==> src/rtl/reg_spill_ctrl.sv <==
// Register spill/fill engine: moves a block of bytes between the register file
// and data memory, one byte per cycle, then pulses done.
module reg_spill_ctrl #(
   parameter int unsigned NREGS = 8,
   parameter int unsigned AW    = 8
) (
   input  logic          clk,
   input  logic          reset,
   input  logic          start,
   input  logic          dir,
   input  logic [3:0]    base_reg,
   input  logic [3:0]    count,
   input  logic [AW-1:0] mem_base,
   output logic [3:0]    rf_addr,
   output logic          rf_wr_en,
   output logic [7:0]    rf_dat_out,
   input  logic [7:0]    rf_dat_in,
   output logic [AW-1:0] mem_addr,
   output logic          mem_wr_en,
   output logic [7:0]    mem_dat_out,
   input  logic [7:0]    mem_dat_in,
   output logic          busy,
   output logic          done
);

   localparam int unsigned RIW = 4;
   localparam int unsigned CW  = 4;
   localparam logic [RIW-1:0] REG_MASK = RIW'(NREGS - 1);
   localparam logic [RIW-1:0] REG_ONE  = RIW'(1);
   localparam logic [CW-1:0]  CNT_ONE  = CW'(1);
   localparam logic [AW-1:0]  MEM_ONE  = AW'(1);

   typedef enum logic [1:0] {
      S_IDLE = 2'd0,
      S_XFER = 2'd1,
      S_DONE = 2'd2
   } state_e;

   state_e          state_q,     state_d;
   logic            dir_q,       dir_d;
   logic [RIW-1:0]  cur_reg_q,   cur_reg_d;
   logic [AW-1:0]   cur_mem_q,   cur_mem_d;
   logic [CW-1:0]   remaining_q, remaining_d;

   // State and captured command fields; reset aborts any transfer in flight.
   always_ff @(posedge clk or negedge reset) begin
      if (!reset) begin
         state_q     <= S_IDLE;
         dir_q       <= 1'b0;
         cur_reg_q   <= '0;
         cur_mem_q   <= '0;
         remaining_q <= '0;
      end else begin
         state_q     <= state_d;
         dir_q       <= dir_d;
         cur_reg_q   <= cur_reg_d;
         cur_mem_q   <= cur_mem_d;
         remaining_q <= remaining_d;
      end
   end

   // Next state and port drive; everything is quiet (zero) outside XFER.
   always_comb begin
      state_d     = state_q;
      dir_d       = dir_q;
      cur_reg_d   = cur_reg_q;
      cur_mem_d   = cur_mem_q;
      remaining_d = remaining_q;
      busy        = 1'b0;
      done        = 1'b0;
      rf_addr     = '0;
      rf_wr_en    = 1'b0;
      rf_dat_out  = '0;
      mem_addr    = '0;
      mem_wr_en   = 1'b0;
      mem_dat_out = '0;

      case (state_q)
         S_IDLE: begin
            if (start) begin
               dir_d       = dir;
               cur_reg_d   = base_reg & REG_MASK;
               cur_mem_d   = mem_base;
               remaining_d = count;
               state_d     = (count == '0) ? S_DONE : S_XFER;
            end
         end
         S_XFER: begin
            busy     = 1'b1;
            rf_addr  = cur_reg_q;
            mem_addr = cur_mem_q;
            // Data passes straight through: the read ports are combinational.
            if (dir_q) begin
               rf_dat_out = mem_dat_in;
               rf_wr_en   = 1'b1;
            end else begin
               mem_dat_out = rf_dat_in;
               mem_wr_en   = 1'b1;
            end
            cur_reg_d   = (cur_reg_q + REG_ONE) & REG_MASK;
            cur_mem_d   = cur_mem_q + MEM_ONE;
            remaining_d = remaining_q - CNT_ONE;
            if (remaining_q == CNT_ONE) begin
               state_d = S_DONE;
            end
         end
         S_DONE: begin
            done    = 1'b1;
            state_d = S_IDLE;
         end
         default: begin
            state_d = S_IDLE;
         end
      endcase
   end

endmodule
==> config.mk <==
export PLATFORM = sky130hd
export DESIGN_NAME = reg_spill_ctrl
export DESIGN_NICKNAME = d
export VERILOG_FILES = /design/src/rtl/reg_spill_ctrl.sv
export SDC_FILE = /design/constraint.sdc
export NUM_CORES = 1
export LEC_CHECK = 0
export BUFFER_PORTS_ARGS = -buffer_cell sky130_fd_sc_hd__buf_2
export CAP_MARGIN = 30
export CORE_ASPECT_RATIO = 1.5
export CORE_MARGIN = 4
export CORE_UTILIZATION = 44
export DETAILED_ROUTE_END_ITERATION = 10
export PLACE_DENSITY = 0.77
export SETUP_SLACK_MARGIN = 0.05
export SLEW_MARGIN = 10
export SYNTH_ARGS = -nofsm -noshare
export SYNTH_HDL_FRONTEND = slang
export SYNTH_SLANG_ARGS = --single-unit
==> constraint.sdc <==
create_clock -name clk -period 1.4 [get_ports clk]
set_input_delay 0.21 -clock clk [delete_from_list [all_inputs] [get_ports clk]]
set_output_delay 0.21 -clock clk [all_outputs]
set_load 0.02 [all_outputs]
Word-level counts from Yosys, hierarchy flattened
Index checks and enable logic that the tools add are counted.

storage, ports and cells
  register bits after elaboration = 19
  input port bits = 36
  word-level logic and storage cells = 41
  output and inout port bits = 32

cells by class
  eq/ne operators = 5
  add/subtract/negate cells = 3
  reductions and logical operators = 6
  mux-type cells = 22

operators by type and width
  cell                                                  number
  two-way mux 8 bit                                     6
  one-hot mux 4 bit (2 select lines)                    2
  one-hot mux 8 bit (2 select lines)                    1
  two-way mux 4 bit                                     3
  adder 8 x 1 -> 8 bit (second input constant)          1
  two-way mux 1 bit                                     6
  two-way mux 2 bit                                     3
  AND reduction 2 bit                                   3
  equality test 4 x 1 -> 1 bit (second input constant)  1
  logical NOT 4 bit                                     1
  inequality test 2 bit (second input constant)         2
  one-hot mux 2 bit (2 select lines)                    1
  subtractor 4 x 1 -> 4 bit (second input constant)     1
  adder 3 x 1 -> 3 bit (second input constant)          1
  equality test 2 x 1 -> 1 bit (second input constant)  1
  equality test 2 bit (second input constant)           1
  logical NOT 2 bit                                     1
  nonzero test 2 bit                                    1

Logic depth before layout (Yosys ltp)
  depth after elaboration = 4
  gate-level depth with buffers = 6
  mapped depth without buffers = 6

Worst setup path before layout
No wires, ideal clock.

  kind = register -> output
  start = register state_q[1]
  end = output port mem_dat_out[0]
  path slack = -0.207 ns
  arrival time = 1.397 ns
  buffers on the path = 0
  data required time = 1.190 ns
  stages on the path, launching flop included = 5
  cell sequence = dfrtp_1 inv_2 nand2_2 nor2_1 and2_1

between the ends
  cells in the longest elaborated chain, start to end = 2

RTL lines
  element                       RTL line  source
  from (decl)                   39        state_e state_q, state_d;
  from (signal assigned)        54        state_q <= state_d;
  equality test 2 x 1 -> 1 bit  78        case (state_q)
  two-way mux 8 bit             78
  to (decl)                     20        output logic [7:0] mem_dat_out,

No other way between the ends.

Final worst setup path
  start = register state_q[1]
  end = output port rf_dat_out[5]

between the ends
  cells in the longest elaborated chain, start to end = 2

RTL lines
  element                       RTL line  source
  equality test 2 x 1 -> 1 bit  78
  two-way mux 8 bit             78
  to (decl)                     16        output logic [7:0] rf_dat_out,

No other way between the ends.

==> summary.md <==
| Metric | Value |
|---|---|
| Clock root cell | `clkbuf_8` |
| Clk Latency, worst-skew pair | `roughly 260 ps` |
| Die Wd | `~50 um` |
| Sequential fraction of the synthesis area | `a little under two fifths` |
| Longest Clk Path Bufs | `2` |
| Sequential power share | `around a fifth` |
| Cells after synthesis | `143` |
| Via count of the first global-routing pass | `roughly 1400` |
| Final setup skew | `slightly below 5 ps` |
| TritonCTS Buffers | `3` |
| WL final | `4496 um` |
| Final Cycle Share | `114.2%` |
| Ports | `between 60 and 70` |
| Setup TNS | `-4211 ps` |
| Core area | `2648 um^2` |
| Static leakage | `1.025 nW` |
| R2r worst-path depth | `9` |
| Syn nets | `~180` |
| Final setup fails | `32` |
| Initial Util | `a little under half` |
| Grt total ovfl | `0` |
| Net Sw Power | `between 2 and 2.5 mW` |
| Ys Warns | `0` |
| First-pass GRT wire length | `between 6000 and 7000 um` |
| Number of H-tree levels | `1` |
| Initial antenna violation count | `0` |
| Initial DRC Count | `42` |
| Placed inst area | `between 1500 and 2000 um^2` |
| GRT Total Usage | `22.32%` |
| PwrDens | `between 2000 and 3000 nW/um^2` |
| Setup CP Type | `reg -> out` |
| Die Ht | `72.23 um` |
| Die area | `around 3700 um^2` |
| Area contributors post-synth | `dfrtp_1 (37%), and2_1 (9.8%), nand2_1 (6.5%), and3_1 (4.7%), ha_1 (4.1%)` |
| Clock power share | `8.0%` |
| CP Data Arrival Time | `~1400 ps` |
| Share of post-route cells with drive strength above 1 | `57.02%` |
| Mapped Area | `1210 um^2` |
| Worst Path Required | `approximately 1200 ps` |
| RePlAce Congestion | `between 0.8 and 0.9` |
| RSZ-0062 raised after global routing | `yes` |
| Cell-internal power | `2.949 mW` |
| Largest net degree at the start of global routing | `19` |
| Fraction of power spent switching nets | `a little under half` |
| Top cell type's share of synthesized area | `between 30 and 40%` |
| Worst setup SP type | `register` |
| Worst VDD drop | `between 0.001 and 0.0015 V` |
| Minimum clock period | `around 1600 ps` |
| Crit-path max FO | `12` |
| Post-DP HPWL | `between 2000 and 3000 um` |
| CTS tree | `built` |
| Max cap viols | `0` |
| Reg clk slew, reported paths | `roughly 70 ps` |
| Final Hold Vio Count | `0` |
| ANT nets after route | `0` |
| Diodes inserted | `0` |
| Final worst slack | `-199.0 ps` |
| Synth Register Bits | `18` |
| Syn_area_per_cell | `~8.5 um^2` |
| Routed WL per cell | `16.97 um` |
| Vias | `approximately 1400` |
| Post-Layout Inst Area | `2097 um^2` |
| Share of power burned in combinational logic | `between 70% and 80%` |
| Max Slew Vio Count | `0` |
| Final hold slack | `141.6 ps` |
| Unique masters post-synth | `37` |
| Via/cell ratio | `around 5.4` |
| Port-buffer cells | `65` |
| Area leader, netlist | `dfrtp_1` |
| Worst hold stages | `3` |
| Max Clk Rate | `625.4 MHz` |
| Drt drc | `0` |
| # rows | `23` |
| Failing checks | `setup timing` |
| DR pass1 iterations | `4` |
| Post-layout nets | `approximately 270` |
| Placed Cells incl. Taps | `between 200 and 250` |
| Finished Layout Cells | `between 200 and 300` |
| Status | `finished with violations` |
| Area growth syn-to-layout | `73.32%` |
| Setup crit end kind | `output pin` |
| CTS Sinks | `18` |
| Hold Path Class | `in -> reg` |
==> critical path, cell delays in order, from the launching register on <==
cell and delay, ps:
dfrtp_1 410, inv_2 100, nand2_4 70, buf_4 150, inv_8 80, and3_1 200, buf_6 130
==> repair_timing <==
item / 4_1_cts / 5_1_grt
setup endpoints to repair: 32 / 42
endpoints found under the hold margin: 18 / 0
pin swaps: 8 / 16
cloned: 3 / 1
buffers inserted: 8 / 4
hold buffers: 1 / 0
resized for setup: 72 / 29
==> worst paths after layout <==
path | startpoint | endpoint | slack, ps
min reg2reg | cur_reg_q[2] | cur_reg_q[2] | 570
min in group asynchronous | reset | cur_mem_q[3] | 430
max in group asynchronous | reset | dir_q | 640
max reg2reg | state_q[1] | remaining_q[2] | -40
min | dir | dir_q | 140
max | state_q[1] | rf_dat_out[5] | -200
==> Yosys cell counts (all sizes together) <==
cell type and n:
nor2 9, o22a 1, conb 1, nor3 2
mux2i 5, buf 6, a31oi 3, inv 5
o211ai 3, and2b 1, ha 4, nor4 1
xor2 2, nor3b 1, and2 19, o21ai 4
xnor2 2, o22ai 6, and3 9, nand2b 1
nand3 7, nand2 22, or2 1, a22o 1
a21oi 5, dfrtp 18, clkbuf 2, o221ai 2
==> cell families (layout without fill, tap and decap cells) <==
family	Yosys count	after routing	share of synthesized area [%]
mux	5	5	4.137
fa+ha+maj	4	4	4.137
xor+xnor	4	4	2.896
simple gates	73	75	32.47
buf+inv	13	96	5.686
compound gates	25	25	13.13
other cells	1	1	0.3099
flops	18	18	37.23
==> layout by cell type, fill, tap and decap left out, types with 5 or more instances in the layout <==
cell type / count
dfrtp_1: 16
buf_6: 28
and2_4: 13
nand2_1: 20
and2_1: 5
and3_1: 8
buf_2: 34
nor2_4: 5
mux2i_1: 5
buf_4: 22
==> metal layers <==
| metal | wire [um] | vias to the layer above | global-route usage, % |
|---|---|---|---|
| met3 | 218 | 16 | 2.464 |
| met5 | 0 | - | 0 |
| met2 | 2681 | 65 | 43.60 |
| li1 | - | 666 | - |
| met1 | 1463 | 696 | 24.74 |
| met4 | 132 | 0 | 6.287 |
==> power groups by stage <==
stage	clock, mW	combinational (mW)	sequential (mW)
after floorplan	0	1.84	0.997
after global placement	0	2.46	1.06
after detailed placement	0	2.56	1.08
after CTS	0.434	3.46	1.07
after global routing	0.458	4.12	1.16
final	0.432	3.84	1.12
==> state kept, by name, indices dropped and copies added, names as in the netlist <==
register	count
state_q	2
remaining_q	4
cur_mem_q	8
dir_q	1
cur_reg_q	3
==> cell type report <==
cell class / instances / area, um^2
flip-flops and latches: 18 / 452.9
clock buffers: 4 / 55.05
multi-input cells: 114 / 838.3
repair buffers: 85 / 660.6
fillers: 181 / 550.5
inverters: 5 / 26.28
repair inverters: 2 / 17.52
well taps: 37 / 46.29
==> stage by stage <==
stage | setup slack [ps] | util (%) | power [mW]
2_1_floorplan | 34.21 | - | 2.834
3_5_place_dp | -15.51 | 60.73 | 3.636
3_3_place_gp | 49.79 | 60.73 | 3.515
6_report | -199.0 | 79.21 | 5.391
4_1_cts | -135.4 | 73.82 | 4.962
5_1_grt | -215.7 | 79.21 | 5.738
Note: power is estimated with default switching activity, not from simulation.
